===== src/rtl/nibble_alu_sequencer_if.sv =====
// Bundle of request, response and shared-ALU signals between the central unit,
// the nibble sequencer and the 4-bit ALU.
interface nibble_alu_sequencer_if #(
  parameter int NIBBLES = 4
);
  localparam int W = 4 * NIBBLES;

  logic         in_valid;
  logic         in_ready;
  logic [W-1:0] op_a;
  logic [W-1:0] op_b;
  logic [3:0]   op_s;
  logic         op_m;
  logic         op_cin;

  logic [3:0]   alu_a;
  logic [3:0]   alu_b;
  logic [3:0]   alu_s;
  logic         alu_m;
  logic         alu_pin;
  logic [3:0]   alu_r;
  logic [3:0]   alu_p;

  logic         out_valid;
  logic         out_ready;
  logic [W-1:0] res;
  logic         cout;
  logic         zero;

  modport master (
    output in_valid, op_a, op_b, op_s, op_m, op_cin, out_ready, alu_r, alu_p,
    input  in_ready, out_valid, res, cout, zero, alu_a, alu_b, alu_s, alu_m, alu_pin
  );

  modport slave (
    input  in_valid, op_a, op_b, op_s, op_m, op_cin, out_ready, alu_r, alu_p,
    output in_ready, out_valid, res, cout, zero, alu_a, alu_b, alu_s, alu_m, alu_pin
  );
endinterface


===== src/rtl/nibble_alu_sequencer.sv =====
// Runs a wide operand pair through a shared 4-bit ALU one nibble per clock,
// LSB first, rippling the ALU carry between nibbles.
module nibble_alu_sequencer #(
  parameter int NIBBLES = 4
) (
  input logic                   clk,
  input logic                   rst,
  nibble_alu_sequencer_if.slave bus
);
  localparam int W  = 4 * NIBBLES;
  localparam int KW = (NIBBLES > 1) ? $clog2(NIBBLES) : 1;
  localparam logic [KW-1:0] LAST_K = KW'(NIBBLES - 1);

  typedef enum logic [1:0] {IDLE, RUN, DONE} state_t;

  state_t        state_q;
  logic [KW-1:0] k_q;
  logic [W-1:0]  a_q, b_q, res_q, res_d;
  logic [3:0]    s_q;
  logic          m_q, cin_q, carry_q, cout_q;

  logic [3:0]    drv_a, drv_b, drv_s;
  logic          drv_m, drv_pin;

  // ALU is driven only while RUN so the shared instance stays quiet otherwise.
  always_comb begin
    drv_a   = 4'd0;
    drv_b   = 4'd0;
    drv_s   = 4'd0;
    drv_m   = 1'b0;
    drv_pin = 1'b0;
    res_d   = res_q;
    if (state_q == RUN) begin
      drv_s   = s_q;
      drv_m   = m_q;
      drv_pin = (k_q == '0) ? cin_q : carry_q;
      for (int i = 0; i < NIBBLES; i++) begin
        if (k_q == KW'(i)) begin
          drv_a             = a_q[4*i +: 4];
          drv_b             = b_q[4*i +: 4];
          res_d[4*i +: 4]   = bus.alu_r;
        end
      end
    end
  end

  always_ff @(posedge clk or posedge rst) begin
    if (rst) begin
      state_q <= IDLE;
      k_q     <= '0;
      a_q     <= '0;
      b_q     <= '0;
      s_q     <= 4'd0;
      m_q     <= 1'b0;
      cin_q   <= 1'b0;
      carry_q <= 1'b0;
      cout_q  <= 1'b0;
      res_q   <= '0;
    end else begin
      case (state_q)
        IDLE: begin
          if (bus.in_valid) begin
            a_q     <= bus.op_a;
            b_q     <= bus.op_b;
            s_q     <= bus.op_s;
            m_q     <= bus.op_m;
            cin_q   <= bus.op_cin;
            k_q     <= '0;
            res_q   <= '0;
            carry_q <= 1'b0;
            state_q <= RUN;
          end
        end
        RUN: begin
          res_q   <= res_d;
          carry_q <= bus.alu_p[3];
          // Index parks on the last nibble rather than wrapping.
          if (k_q == LAST_K) begin
            cout_q  <= bus.alu_p[3];
            state_q <= DONE;
          end else begin
            k_q <= k_q + 1'b1;
          end
        end
        DONE: begin
          if (bus.out_ready) state_q <= IDLE;
        end
        default: state_q <= IDLE;
      endcase
    end
  end

  assign bus.alu_a     = drv_a;
  assign bus.alu_b     = drv_b;
  assign bus.alu_s     = drv_s;
  assign bus.alu_m     = drv_m;
  assign bus.alu_pin   = drv_pin;
  assign bus.in_ready  = (state_q == IDLE);
  assign bus.out_valid = (state_q == DONE);
  assign bus.res       = res_q;
  assign bus.cout      = cout_q;
  assign bus.zero      = (res_q == '0);
endmodule


===== src/flat_wrapper.sv =====
// flat-port wrapper written by rule: the top's interface ports become plain ports
module nibble_alu_sequencer_flat 
#(
  parameter int NIBBLES = 4
)
  (clk, rst, bus_in_valid, bus_op_a, bus_op_b, bus_op_s, bus_op_m, bus_op_cin, bus_out_ready, bus_alu_r, bus_alu_p, bus_in_ready, bus_out_valid, bus_res, bus_cout, bus_zero, bus_alu_a, bus_alu_b, bus_alu_s, bus_alu_m, bus_alu_pin);
  nibble_alu_sequencer_if #(.NIBBLES(NIBBLES)) bus_i ();
  input logic clk;
  input logic rst;
  input wire logic [$bits(bus_i.in_valid)-1:0] bus_in_valid;
  input wire logic [$bits(bus_i.op_a)-1:0] bus_op_a;
  input wire logic [$bits(bus_i.op_b)-1:0] bus_op_b;
  input wire logic [$bits(bus_i.op_s)-1:0] bus_op_s;
  input wire logic [$bits(bus_i.op_m)-1:0] bus_op_m;
  input wire logic [$bits(bus_i.op_cin)-1:0] bus_op_cin;
  input wire logic [$bits(bus_i.out_ready)-1:0] bus_out_ready;
  input wire logic [$bits(bus_i.alu_r)-1:0] bus_alu_r;
  input wire logic [$bits(bus_i.alu_p)-1:0] bus_alu_p;
  output wire logic [$bits(bus_i.in_ready)-1:0] bus_in_ready;
  output wire logic [$bits(bus_i.out_valid)-1:0] bus_out_valid;
  output wire logic [$bits(bus_i.res)-1:0] bus_res;
  output wire logic [$bits(bus_i.cout)-1:0] bus_cout;
  output wire logic [$bits(bus_i.zero)-1:0] bus_zero;
  output wire logic [$bits(bus_i.alu_a)-1:0] bus_alu_a;
  output wire logic [$bits(bus_i.alu_b)-1:0] bus_alu_b;
  output wire logic [$bits(bus_i.alu_s)-1:0] bus_alu_s;
  output wire logic [$bits(bus_i.alu_m)-1:0] bus_alu_m;
  output wire logic [$bits(bus_i.alu_pin)-1:0] bus_alu_pin;
  assign bus_i.in_valid = bus_in_valid;
  assign bus_i.op_a = bus_op_a;
  assign bus_i.op_b = bus_op_b;
  assign bus_i.op_s = bus_op_s;
  assign bus_i.op_m = bus_op_m;
  assign bus_i.op_cin = bus_op_cin;
  assign bus_i.out_ready = bus_out_ready;
  assign bus_i.alu_r = bus_alu_r;
  assign bus_i.alu_p = bus_alu_p;
  assign bus_in_ready = bus_i.in_ready;
  assign bus_out_valid = bus_i.out_valid;
  assign bus_res = bus_i.res;
  assign bus_cout = bus_i.cout;
  assign bus_zero = bus_i.zero;
  assign bus_alu_a = bus_i.alu_a;
  assign bus_alu_b = bus_i.alu_b;
  assign bus_alu_s = bus_i.alu_s;
  assign bus_alu_m = bus_i.alu_m;
  assign bus_alu_pin = bus_i.alu_pin;
  nibble_alu_sequencer #(.NIBBLES(NIBBLES)) u_core (.clk(clk), .rst(rst), .bus(bus_i));
endmodule

===== config.mk =====
export PLATFORM = sky130hd
export DESIGN_NAME = nibble_alu_sequencer_flat
export DESIGN_NICKNAME = d
export VERILOG_FILES = /design/src/rtl/nibble_alu_sequencer_if.sv /design/src/rtl/nibble_alu_sequencer.sv /design/src/flat_wrapper.sv
export SDC_FILE = /design/constraint.sdc
export NUM_CORES = 1
export LEC_CHECK = 0
export BUFFER_PORTS_ARGS = -buffer_cell sky130_fd_sc_hd__buf_2
export CAP_MARGIN = 20
export CORE_AREA = 4 4 84 86
export CTS_CLUSTER_DIAMETER = 120
export DETAILED_ROUTE_END_ITERATION = 7
export DIE_AREA = 0 0 88 90
export HOLD_SLACK_MARGIN = 0.05
export PLACE_DENSITY = 0.74
export SLEW_MARGIN = 20
export SYNTH_ARGS = -nofsm -noshare
export SYNTH_HDL_FRONTEND = slang
export SYNTH_SLANG_ARGS = --single-unit

===== constraint.sdc =====
create_clock -name clk -period 1.6 [get_ports clk]
set_clock_uncertainty 0.15 [all_clocks]
set_input_delay 0.08 -clock clk [delete_from_list [all_inputs] [get_ports clk]]
set_output_delay 0.08 -clock clk [all_outputs]
set_load 0.01 [all_outputs]

==> impl_metrics.yaml, run 1 <==
floorplan:
  dieHeight_um: 90
  initial_core_util_pct: 45.68
  chipWidth_um: 88
  dieArea_um2: 7920
  core_um2: 6277
  pin_count: 84
  num_rows: 29
global_route:
  grt_max_degree: 37
  grt_first_pass_wirelength_um: 14290
  grt_util_all_layers_pct: 23.52
  grt_pass1_vias: 2761
  grt_antenna_before_repair: 0
  overflow: 0
setup_path:
  cpLargestDelayFamily: "flip-flops"
  path_buf_inv: 3
  reg2regPathDepth: 6
  cp-end-kind: "primary output"
  crit_slowest_cell: "dfrtp_2"
  required_ps: 1370
  path_cells: "inv_4 -> ha_4 -> nor2b_4 -> buf_6 -> a221oi_2 -> o31ai_1 -> buf_2"
  crit_fanout: 4
  start_kind: "flip-flop"
  critical_path_cell_count: 7
  arrival_ps: 1810
  path_class: "flip-flop to primary output"
  cpPeakStageDelay_ps: 460
layout:
  final_cell_area_um2: 4897
  final_common_cell: "buf_2"
  nNetsFinal: 454
  layout-drive-gt1-share_pct: 57.92
  fin_cells: 481
  layout_common_cells: "76 x buf_2, 57 x dfrtp_1, 44 x dlygate4sd3_1"
  diodes: 0
  syn2layout_area_growth_pct: 70.77
yosys:
  syn_avg_cell_area_um2: 12.69
  synth_cells: 226
  synth_cell_types: 29
  ys_seq_area_share_pct: 52.36
  synth_flop_cell: "dfrtp_1"
  netlist_area_um2: 2868
  synth-edff-count: 0
  async_reset_ff_share_pct: 100.0
  synth_fp_nets: 280
  synth_seq_cells: 60
  yosysWarnings: 0
timing:
  layout_setup_ws_ps: -437.7
  worstMarginPinSlew_ps: 488.5
  slew_viol_final: 0
  fin_crit_sh_pct: 127.4
  slew_headroom_pct: 67.44
  finalCriticalPeriod_ps: 2038
  hold_viol: 0
  rsz0062_at_grt: "true"
  fin_setup_tns_ps: -12840
  setup_viol: 74
  fmax_mhz: 490.8
routing:
  dr_total_vias: 2673
  first_iter_violations: 136
  drt_wl_total_um: 9548
  avgViaCountPerCell: 5.557
  drc: 0
  drtPass1Iterations: 5
  detail-route-antenna-nets: 0
  wire_per_inst_um: 19.85
cts:
  clk_path_buf_depth: 2
  clk-insertion-delay-late_ps: 330
  cts_tree: "done"
  cts_buffers: 9
  cts-htree-levels: 3
  root_buffer: "clkbuf_8"
  numClockSinks: 60
  path_clk_slew_ps: 70
status:
  status: "finished, violations left"
  violations: "setup timing"
place:
  hpwl_um: 4970
  place_ws_ps: -163.1
  placedCellCount: 389
  port_buffers: 80
  post_dp_cell_area_um2: 3475
  gp_congestion: 0.8089
run:
  maxCapViolCount: 0
pwr:
  p_leak_nw: 2.381
  vdd_drop_max_mv: 1.610
  total_power_mw: 10.43
  p_per_area_nw_per_um2: 2129
hold_path:
  min_path_cells: 4
  min_path_type: "input pin to flip-flop"
-- worst register-to-register path: stages, from the launching register on --
cell	delay, ps
dfrtp_2	420
buf_6	120
buf_6	110
nor3b_4	230
buf_6	190
buf_8	150
mux2_4	310
-- worst paths after layout --
check                      slack, ps                              to                           from
max reg2reg                     -210      u_core.b_q[15]$_DFFE_PP0P_  u_core.state_q[0]$_DFFE_PP0P_
max in group asynchronous        640   u_core.state_q[1]$_DFFE_PP0P_                            rst
min                              190  u_core.bus.res[10]$_DFFE_PP0P_                   bus_in_valid
min in group asynchronous        220       u_core.a_q[7]$_DFFE_PP0P_                            rst
min reg2reg                      360      u_core.b_q[11]$_DFFE_PP0P_     u_core.b_q[11]$_DFFE_PP0P_
max                             -440                    bus_alu_a[2]      u_core.k_q[0]$_DFFE_PP0P_
-- routing by layer --
layer / share of wire [%] / vias to the layer above / GRT usage, %
met5: 0 / - / 0
met2: 51 / 120 / 39.26
met3: 6.8 / 26 / 4.205
met1: 39 / 1329 / 29.65
met4: 2.8 / 0 / 9.463
li1: - / 1198 / -
-- repair_timing --
action                                  CTS  global route
pin swaps                                 5            20
gates cloned                              5             3
gates resized for setup                  77            38
endpoints found under the setup margin   56            74
hold buffers                             44             0
buffers inserted                         10            18
endpoints found under the hold margin   113             0
-- logic make-up (layout without fill, tap and decap cells) --
logic type,count (synthesis),after routing,share of synthesized area [%]
DFF,60,60,52.36
AOI/OAI and AO/OA,59,59,16.14
muxes,44,44,17.23
and+or+nand+nor,35,35,7.504
buffers and inverters,24,202,5.017
adders and majority gates,4,4,1.745
-- cells in the mapped netlist, types with 2 or more instances --
master | count | share of area (%)
dfrtp_1 | 60 | 52
a22o_1 | 28 | 8.6
a221oi_1 | 7 | 2.1
clkbuf_1 | 2 | 0.26
ha_1 | 4 | 1.7
buf_6 | 5 | 2.0
nand2b_1 | 2 | 0.44
mux2_2 | 40 | 16
o31ai_1 | 8 | 2.1
nand2_1 | 3 | 0.39
nand3_1 | 9 | 1.6
nor4_1 | 4 | 0.87
nor2_1 | 3 | 0.39
buf_4 | 2 | 0.52
buf_2 | 6 | 1.0
inv_1 | 8 | 1.0
a21o_1 | 2 | 0.52
o21ai_0 | 11 | 1.9
and2_1 | 5 | 1.1
mux2_1 | 3 | 1.2
nor2b_1 | 6 | 1.3
-- where the power goes --
part           switching [mW]  leakage, nW  internal, mW
combinational            2.57         1.55          3.54
sequential              0.613        0.729          2.26
clock                   0.587        0.102         0.863
-- through the flow --
| step | utilization, % | hold slack [ps] |
|---|---|---|
| finish | 78.01 | 185.4 |
| global placement | 55.35 | 28.49 |
| detailed placement | 55.35 | 32.40 |
| global route | 78.01 | 190.5 |
| CTS | 73.51 | 90.79 |
| floorplan | - | 35.91 |
-- state kept, by name (all words and copies together) (netlist names) --
name             count
u_core.a_q          16
u_core.bus.res      16
u_core.state_q       2
u_core.k_q           2
u_core.bus.cout      1
u_core.carry_q       1
u_core.cin_q         1
u_core.m_q           1
u_core.b_q          16
u_core.s_q           4
-- layout make-up --
cell class | instances | area [µm²]
fill | 353 | 1380
tap | 77 | 96.34
clock inverter | 5 | 77.57
multi-input combinational | 142 | 1540
inverter | 8 | 36.28
timing repair buffer | 179 | 1514
clock buffer | 10 | 127.6
sequential | 60 | 1505
Power figures use the tool's default switching activity.
==> run 2, diff against run 1 <==
CORE_AREA = 4 4 78 80   (was 4 4 84 86)
CTS_CLUSTER_SIZE = 40   (was unset)
DIE_AREA = 0 0 82 84   (was 0 0 88 90)
PLACE_DENSITY = 0.82   (was 0.74)
clock period = 2.4 ns   (was 1.6 ns; I/O delays follow)
==> impl_metrics.yaml, run 2 (same netlist as run 1, synthesis figures left out) <==
setup_path:
  required_ps: 2130
  path_class: "flip-flop to primary output"
  crit_fanout: 7
  cp-end-kind: "primary output"
  start_kind: "flip-flop"
  arrival_ps: 2050
routing:
  first_iter_violations: 111
  detail-route-antenna-nets: 0
  drtPass1Iterations: 4
  avgViaCountPerCell: 5.600
  drt_wl_total_um: 8128
  wire_per_inst_um: 18.77
  drc: 0
  dr_total_vias: 2425
floorplan:
  pin_count: 84
  chipWidth_um: 82
  initial_core_util_pct: 53.06
  core_um2: 5405
  num_rows: 27
  dieArea_um2: 6888
  dieHeight_um: 84
global_route:
  grt_pass1_vias: 2688
  grt_first_pass_wirelength_um: 13180
  grt_antenna_before_repair: 0
  grt_max_degree: 41
  overflow: 0
  grt_util_all_layers_pct: 25.53
pwr:
  p_leak_nw: 1.904
  p_per_area_nw_per_um2: 1325
  vdd_drop_max_mv: 0.7002
hold_path:
  min_path_type: "input pin to flip-flop"
place:
  hpwl_um: 4661
  post_dp_cell_area_um2: 3332
  place_ws_ps: 418.7
  gp_congestion: 0.7763
  port_buffers: 80
timing:
  slew_headroom_pct: 50.60
  worstMarginPinSlew_ps: 739.9
  finalCriticalPeriod_ps: 2319
  fin_setup_tns_ps: 0
  layout_setup_ws_ps: 80.93
  hold_viol: 0
  slew_viol_final: 0
  rsz0062_at_grt: "false"
  fin_crit_sh_pct: 96.63
  fmax_mhz: 431.2
  setup_viol: 0
status:
  status: "finished, final reports clean"
cts:
  cts_buffers: 9
  clk_path_buf_depth: 2
  root_buffer: "clkbuf_8"
  cts-htree-levels: 3
  clk-insertion-delay-late_ps: 340
  numClockSinks: 60
  cts_tree: "done"
  path_clk_slew_ps: 70
layout:
  fillers: 346
  layout-drive-gt1-share_pct: 43.77
  layout_common_cells: "80 x buf_2, 60 x dfrtp_1, 44 x dlygate4sd3_1"
  diodes: 0
  final_cell_area_um2: 4010
  syn2layout_area_growth_pct: 39.83
  nNetsFinal: 410
  final_common_cell: "buf_2"
run:
  maxCapViolCount: 0
==> run 2: changes by cell type in the layout (fill, tap and decap cells not counted), sizes merged <==
cell | previous run | this run
buf | 132 | 91
clkinv | 2 | 3
clkbuf | 13 | 12
bufinv | 2 | 0
==> run 2: final timing paths <==
kind	end	cells after the start	start	slack, ps
worst max-delay path	bus_alu_b[0]	7	u_core.k_q[1]$_DFFE_PP0P_	80
worst min register to register	u_core.b_q[6]$_DFFE_PP0P_	1	u_core.b_q[6]$_DFFE_PP0P_	350
max in group asynchronous	u_core.bus.res[15]$_DFFE_PP0P_	4	rst	1110
min in group asynchronous	u_core.a_q[6]$_DFFE_PP0P_	3	rst	300
worst max register to register	u_core.bus.res[8]$_DFFE_PP0P_	6	u_core.k_q[0]$_DFFE_PP0P_	420
worst min-delay path	u_core.bus.res[8]$_DFFE_PP0P_	3	bus_in_valid	230
==> run 2: area by class of cell <==
type                    instances  area (µm²)  area share [%]
clock buffers                  12       165.2           4.119
multi-input cells             142        1261           31.45
repair buffers                135       935.9           23.34
flip-flops and latches         60        1501           37.44
well taps                      72       90.09           2.246
clock inverters                 4       22.52          0.5616
inverters                       8       33.78          0.8424
==> run 2: what timing repair did <==
| item | in CTS | in global routing |
|---|---|---|
| buffers inserted | 0 | 1 |
| setup endpoints to repair | 0 | 8 |
| resized for setup | 0 | 10 |
| hold endpoints to repair | 85 | 0 |
| hold buffers | 44 | 0 |
==> run 2: power breakdown <==
part	switching [mW]	internal, mW	total [mW]
Sequential	0.394	1.50	1.89
Combinational	1.26	1.30	2.56
Clock	0.406	0.454	0.859
Total	2.06	3.25	5.31
==> run 2: metal layers <==
metal	vias up	wire length, µm	global-route usage, %
li1	1113	-	-
met4	0	194	11.63
met1	1174	3206	30.23
met3	24	544	8.207
met2	114	4183	41.44
met5	-	0	0
==> run 2: critical path: stages, from the launching register on <==
cell and delay [ps]:
dfrtp_1 400, inv_1 170, ha_4 200, nor2b_1 130, buf_4 170, a221oi_1 100
o31ai_1 330, buf_2 200
==> run 2: per-stage QoR <==
step	power, mW	hold WS [ps]	cells	util (%)
after floorplan	3.496	77.62	226	-
after global placement	4.106	142.7	372	61.64
after detailed placement	4.204	144.2	372	61.64
after CTS	5.126	221.4	432	73.26
after global routing	5.667	269.1	433	74.19
final	5.314	226.2	433	74.19
